==> config.mk <==
export PLATFORM = sky130hd
export DESIGN_NAME = merge_stream_reader
export DESIGN_NICKNAME = d
export VERILOG_FILES = /design/src/rtl/merge_stream_reader.sv
export SDC_FILE = /design/constraint.sdc
export NUM_CORES = 2
export LEC_CHECK = 0
export ABC_AREA = 1
export CORE_MARGIN = 2
export CORE_UTILIZATION = 40
export CTS_BUF_LIST = sky130_fd_sc_hd__clkbuf_8
export CTS_CLUSTER_DIAMETER = 120
export CTS_CLUSTER_SIZE = 28
export DETAILED_ROUTE_END_ITERATION = 7
export PLACE_DENSITY_LB_ADDON = 0.3
export SETUP_SLACK_MARGIN = 0.02
export SYNTH_ARGS = -nofsm -noshare
export SYNTH_HDL_FRONTEND = slang
export SYNTH_SLANG_ARGS = --single-unit
==> constraint.sdc <==
create_clock -name clk -period 28.9 [get_ports clk]
set_input_delay 4.335 -clock clk [delete_from_list [all_inputs] [get_ports clk]]
set_output_delay 4.335 -clock clk [all_outputs]
set_load 0.02 [all_outputs]
==> src/rtl/merge_stream_reader.sv <==
// Captures one sorted 2n-element vector and streams it out one element per valid/ready handshake.
// First element is valid 1 cycle after start. out_ready=0 holds data, index and valid stable.
module merge_stream_reader #(
  parameter int WIDTH = 3,
  parameter int n     = 128,
  localparam int IDXW = $clog2(2*n)
) (
  input  logic                   clk,
  input  logic                   rst,
  input  logic                   start,
  input  logic                   order,
  input  logic [2*n*WIDTH-1:0]   in_vec,
  output logic [WIDTH-1:0]       out_data,
  output logic [IDXW-1:0]        out_index,
  output logic                   out_valid,
  input  logic                   out_ready,
  output logic                   out_last,
  output logic                   busy,
  output logic                   done
);

  localparam logic [IDXW-1:0] LAST_IDX = IDXW'(2*n-1);

  typedef enum logic [1:0] {
    S_IDLE   = 2'd0,
    S_STREAM = 2'd1,
    S_DONE   = 2'd2
  } state_t;

  typedef logic [2*n-1:0][WIDTH-1:0] vec_t;

  state_t           state_q, state_d;
  vec_t             shadow_q, shadow_d;
  logic             order_q, order_d;
  logic [IDXW-1:0]  cnt_q, cnt_d;
  logic [WIDTH-1:0] out_data_q, out_data_d;

  vec_t             in_elems;
  logic [IDXW-1:0]  cnt_next;
  logic             at_last;

  assign in_elems = in_vec;
  assign cnt_next = order_q ? (cnt_q - 1'b1) : (cnt_q + 1'b1);
  assign at_last  = order_q ? (cnt_q == '0) : (cnt_q == LAST_IDX);

  always_comb begin
    state_d    = state_q;
    shadow_d   = shadow_q;
    order_d    = order_q;
    cnt_d      = cnt_q;
    out_data_d = out_data_q;
    unique case (state_q)
      S_IDLE: begin
        if (start) begin
          shadow_d   = in_elems;
          order_d    = order;
          cnt_d      = order ? LAST_IDX : '0;
          // Preload the first element straight from the capture so it is valid on the first STREAM cycle.
          out_data_d = order ? in_elems[LAST_IDX] : in_elems[0];
          state_d    = S_STREAM;
        end
      end
      S_STREAM: begin
        if (out_ready) begin
          if (at_last) begin
            state_d = S_DONE;
          end else begin
            cnt_d      = cnt_next;
            out_data_d = shadow_q[cnt_next];
          end
        end
      end
      S_DONE: begin
        state_d = S_IDLE;
      end
      default: begin
        state_d = S_IDLE;
      end
    endcase
  end

  always_ff @(posedge clk or posedge rst) begin
    if (rst) begin
      state_q    <= S_IDLE;
      shadow_q   <= '0;
      order_q    <= 1'b0;
      cnt_q      <= '0;
      out_data_q <= '0;
    end else begin
      state_q    <= state_d;
      shadow_q   <= shadow_d;
      order_q    <= order_d;
      cnt_q      <= cnt_d;
      out_data_q <= out_data_d;
    end
  end

  assign out_data  = out_data_q;
  assign out_index = cnt_q;
  assign out_valid = (state_q == S_STREAM);
  assign out_last  = (state_q == S_STREAM) && at_last;
  assign busy      = (state_q == S_STREAM) || (state_q == S_DONE);
  assign done      = (state_q == S_DONE);

endmodule

==> parameters.txt <==
Parameter                              Value

Layout
  Fraction of final layout cells with drive strength greater than 1 ... approximately 8.7%
  Total Nets Final ... 5,773
  Top library cells by usage in the layout, fill and taps aside ... sky130_fd_sc_hd__nand2_1, sky130_fd_sc_hd__clkdlybuf4s50_1, sky130_fd_sc_hd__dfrtp_1
  Most frequent standard cell in the layout excluding fill and tap cells ... sky130_fd_sc_hd__nand2_1
  Relative area change from synthesis to final layout ... 24.7%
  Final instance count without filler cells ... 6,289
  Post-Route Utilization ... 50.4%
  Layout filler cell count ... 8,923

Run
  Maxcap violations ... 0

GRT
  Number of antenna violations at the first check in global routing ... 55
  Overflow left after global routing ... 0
  Wire length of the first global-routing pass ... about 190,000 µm
  Vias in the first global route ... between 30,000 and 40,000
  Total global routing track utilization ... 25.7%
  Pin count of the biggest net entering global routing ... ~250

STA
  Post-layout minimum cycle time ... slightly below 9 ns
  Setup-failing EPs final ... 0
  Share of the cycle needed by the critical path after routing ... roughly 31%
  Slew Limit Headroom ... about 18%
  Max Clk Rate ... 113 MHz
  Fin. max-slew vios ... 0
  Setup repair after global routing missed its margin ... no
  Final total negative setup slack ... 0 ns
  Number of failing hold endpoints at the final stage ... 0
  Minimum hold slack ... 0.508 ns
  Tightest Pin Transition ... 1.23 ns
  Worst Skew ... roughly 0.05 ns

Clock network
  Post-CTS Setup Inserts ... 0
  Worst-Skew Late Latency ... 0.67 ns
  Clock tree from TritonCTS ... yes
  Clock tree root driver cell ... sky130_fd_sc_hd__clkbuf_8
  Clock tree sinks ... 782
  Deepest clock path buffer count ... 3
  Cts repair resizes ... 0
  Number of levels in the clock H-tree ... 2
  Total CTS buffers ... 34
  Number of buffers inserted for hold repair after clock tree synthesis ... 0
  CTS clk-pin slew, worst paths ... 0.17 ns

Yosys
  Average footprint of a synthesized cell ... 8.52 µm²
  Sequential cell area fraction in the yosys report ... 51.9%
  Library cell occupying the most area in the post-synthesis netlist ... sky130_fd_sc_hd__dfrtp_1
  Cells taking the most area after synthesis ... sky130_fd_sc_hd__dfrtp_1, sky130_fd_sc_hd__mux2_2, sky130_fd_sc_hd__nand2_1, sky130_fd_sc_hd__a21oi_1, sky130_fd_sc_hd__nor2_1
  Yosys warnings ... 0
  Number of flops mapped to enable cells by yosys ... 0
  Post-synthesis net count ... roughly 5,200
  Most instantiated flip-flop cell in the synthesis netlist ... sky130_fd_sc_hd__dfrtp_1
  Fraction of synthesis flops using an asynchronous set or reset pin ... 100%
  Cell count after synthesis ... 4,424
  Cell variety after synth ... 31
  Portion of synthesized cell area occupied by the leading cell type ... between 50% and 60%
  Cell Area, Synth ... ~38,000 µm²
  Post-synthesis register bit count ... 782

Worst setup path
  Kind of critical path ... input port to flip-flop
  Largest fanout of any net on the critical path ... 251
  Data required time of the critical path ... 29.46 ns
  Arr. time, crit path ... 9.43 ns
  Kind of end point of the critical path ... flip-flop
  Worst Setup Start Kind ... input port

Hold path
  Tightest Hold Check Type ... flip-flop to flip-flop

Routing
  Via-to-Cell Ratio ... a little over 5
  Antenna violation net count after detailed routing ... 0
  DRC marker count from the first detailed-route iteration ... 2,903
  Average wire per standard cell ... 20.1 µm
  Pre-antenna DRT Iters ... 6
  DR vias ... between 30,000 and 40,000
  Detailed-route wire length ... 127,000 µm
  DRC violation count after routing ... 0

Floorplanning
  Vertical die dimension ... 311 µm
  Std cell rows ... 112
  Total Die Area ... 96,600 µm²
  Number of top-level pins ... between 700 and 800
  Area of the placeable core ... 93,300 µm²
  Overall die width ... 311 µm
  Starting Density ... 40.4%

Placement
  Weighted congestion at the end of routability-driven global placement ... 0.854
  Placed cell count ... 6,208
  Half-perimeter wire length after placement ... approximately 88,000 µm
  Number of input and output port buffers inserted ... 787

Pwr
  Power density over cell area ... 134 nW/µm²
  Peak supply drop ... about 0.00018 V
  LEAKAGE ... 21.9 nW

Run status
  Outcome ... finished, final reports clean
[per-stage QoR]
step / cell area, µm² / total power, mW / worst slack, ns
final: 47000 / 6.32 / 20.03
after global routing: 47000 / 6.87 / 19.79
after CTS: 46900 / 6.36 / 20.23
after detailed placement: 46300 / 5.89 / 19.45
after global placement: 46300 / 5.82 / 19.49
after floorplan: 37700 / 4.50 / 2.61
[logic make-up (layout without fill, tap and decap cells)]
family / count (synthesis) / after routing / synth area share (%)
other: 0 / 40 / 0
DFF: 782 / 782 / 51.9
muxes: 342 / 342 / 10.2
AOI/OAI and AO/OA: 636 / 636 / 9.14
xor gates and xnor gates: 6 / 6 / 0.179
buffers and inverters: 750 / 1321 / 7.77
adders and majority gates: 10 / 10 / 0.352
and+or+nand+nor: 1898 / 1898 / 20.4
[final cells by class]
class,instances,area [µm²],share of cell area [%]
flip-flops and latches,782,19600,41.7
multi-input cells,2892,15200,32.4
repair buffers,828,8220,17.5
inverters,452,1720,3.66
well taps,1254,1570,3.34
clock buffers,38,523,1.11
diodes,40,100,0.213
clock inverters,3,63.8,0.136
[layer usage]
metal | share of wire (%) | track usage [%] | wire [µm] | vias to the layer above
met1 | 41 | 32.7 | 51800 | 15500
li1 | - | - | - | 15300
met2 | 48 | 41.5 | 60300 | 1013
met4 | 4.4 | 12.3 | 5570 | 30
met5 | 0.15 | 0 | 195 | -
met3 | 6.9 | 5.88 | 8740 | 237
[state kept, by name, indices dropped and copies added, names as in the netlist]
signal,cells
shadow_q,768
state_q,2
out_data,3
out_index,8
order_q,1
[path summary, 6_finish.rpt]
check / startpoint / endpoint / slack, ns / cells after the start
min: shadow_q[766] / shadow_q[766] / 0.51 / 2
min in group asynchronous: rst / shadow_q[753] / 4.20 / 2
max reg2reg: out_index[0] / out_data[0] / 23.04 / 14
min reg2reg: shadow_q[766] / shadow_q[766] / 0.51 / 2
max: start / shadow_q[124] / 20.03 / 7
max in group asynchronous: rst / shadow_q[441] / 21.24 / 5
[where the power goes]
group | internal [mW] | switching, mW
Clock | 0.131 | 0.345
Sequential | 1.62 | 0.224
Combinational | 1.33 | 2.67
[cell usage after synthesis (2+ instances only)]
library cell	n
sky130_fd_sc_hd__a21oi_1	451
sky130_fd_sc_hd__a22oi_1	7
sky130_fd_sc_hd__buf_1	31
sky130_fd_sc_hd__buf_2	78
sky130_fd_sc_hd__buf_4	4
sky130_fd_sc_hd__clkbuf_1	185
sky130_fd_sc_hd__clkinv_1	2
sky130_fd_sc_hd__dfrtp_1	782
sky130_fd_sc_hd__ha_1	9
sky130_fd_sc_hd__inv_1	448
sky130_fd_sc_hd__inv_2	2
sky130_fd_sc_hd__mux2_2	342
sky130_fd_sc_hd__nand2_1	870
sky130_fd_sc_hd__nand3_1	425
sky130_fd_sc_hd__nand4_1	5
sky130_fd_sc_hd__nor2_1	594
sky130_fd_sc_hd__o211ai_1	93
sky130_fd_sc_hd__o21ai_0	81
sky130_fd_sc_hd__xor2_1	3
[critical path, cell delays in order]
cell and delay [ns]:
sky130_fd_sc_hd__clkdlybuf4s50_1 0.47, sky130_fd_sc_hd__nand2_4 0.63, sky130_fd_sc_hd__buf_4 0.80, sky130_fd_sc_hd__buf_4 0.88, sky130_fd_sc_hd__buf_12 0.79, sky130_fd_sc_hd__buf_4 0.81
sky130_fd_sc_hd__mux2_2 0.41
Power figures use the tool's default switching activity.
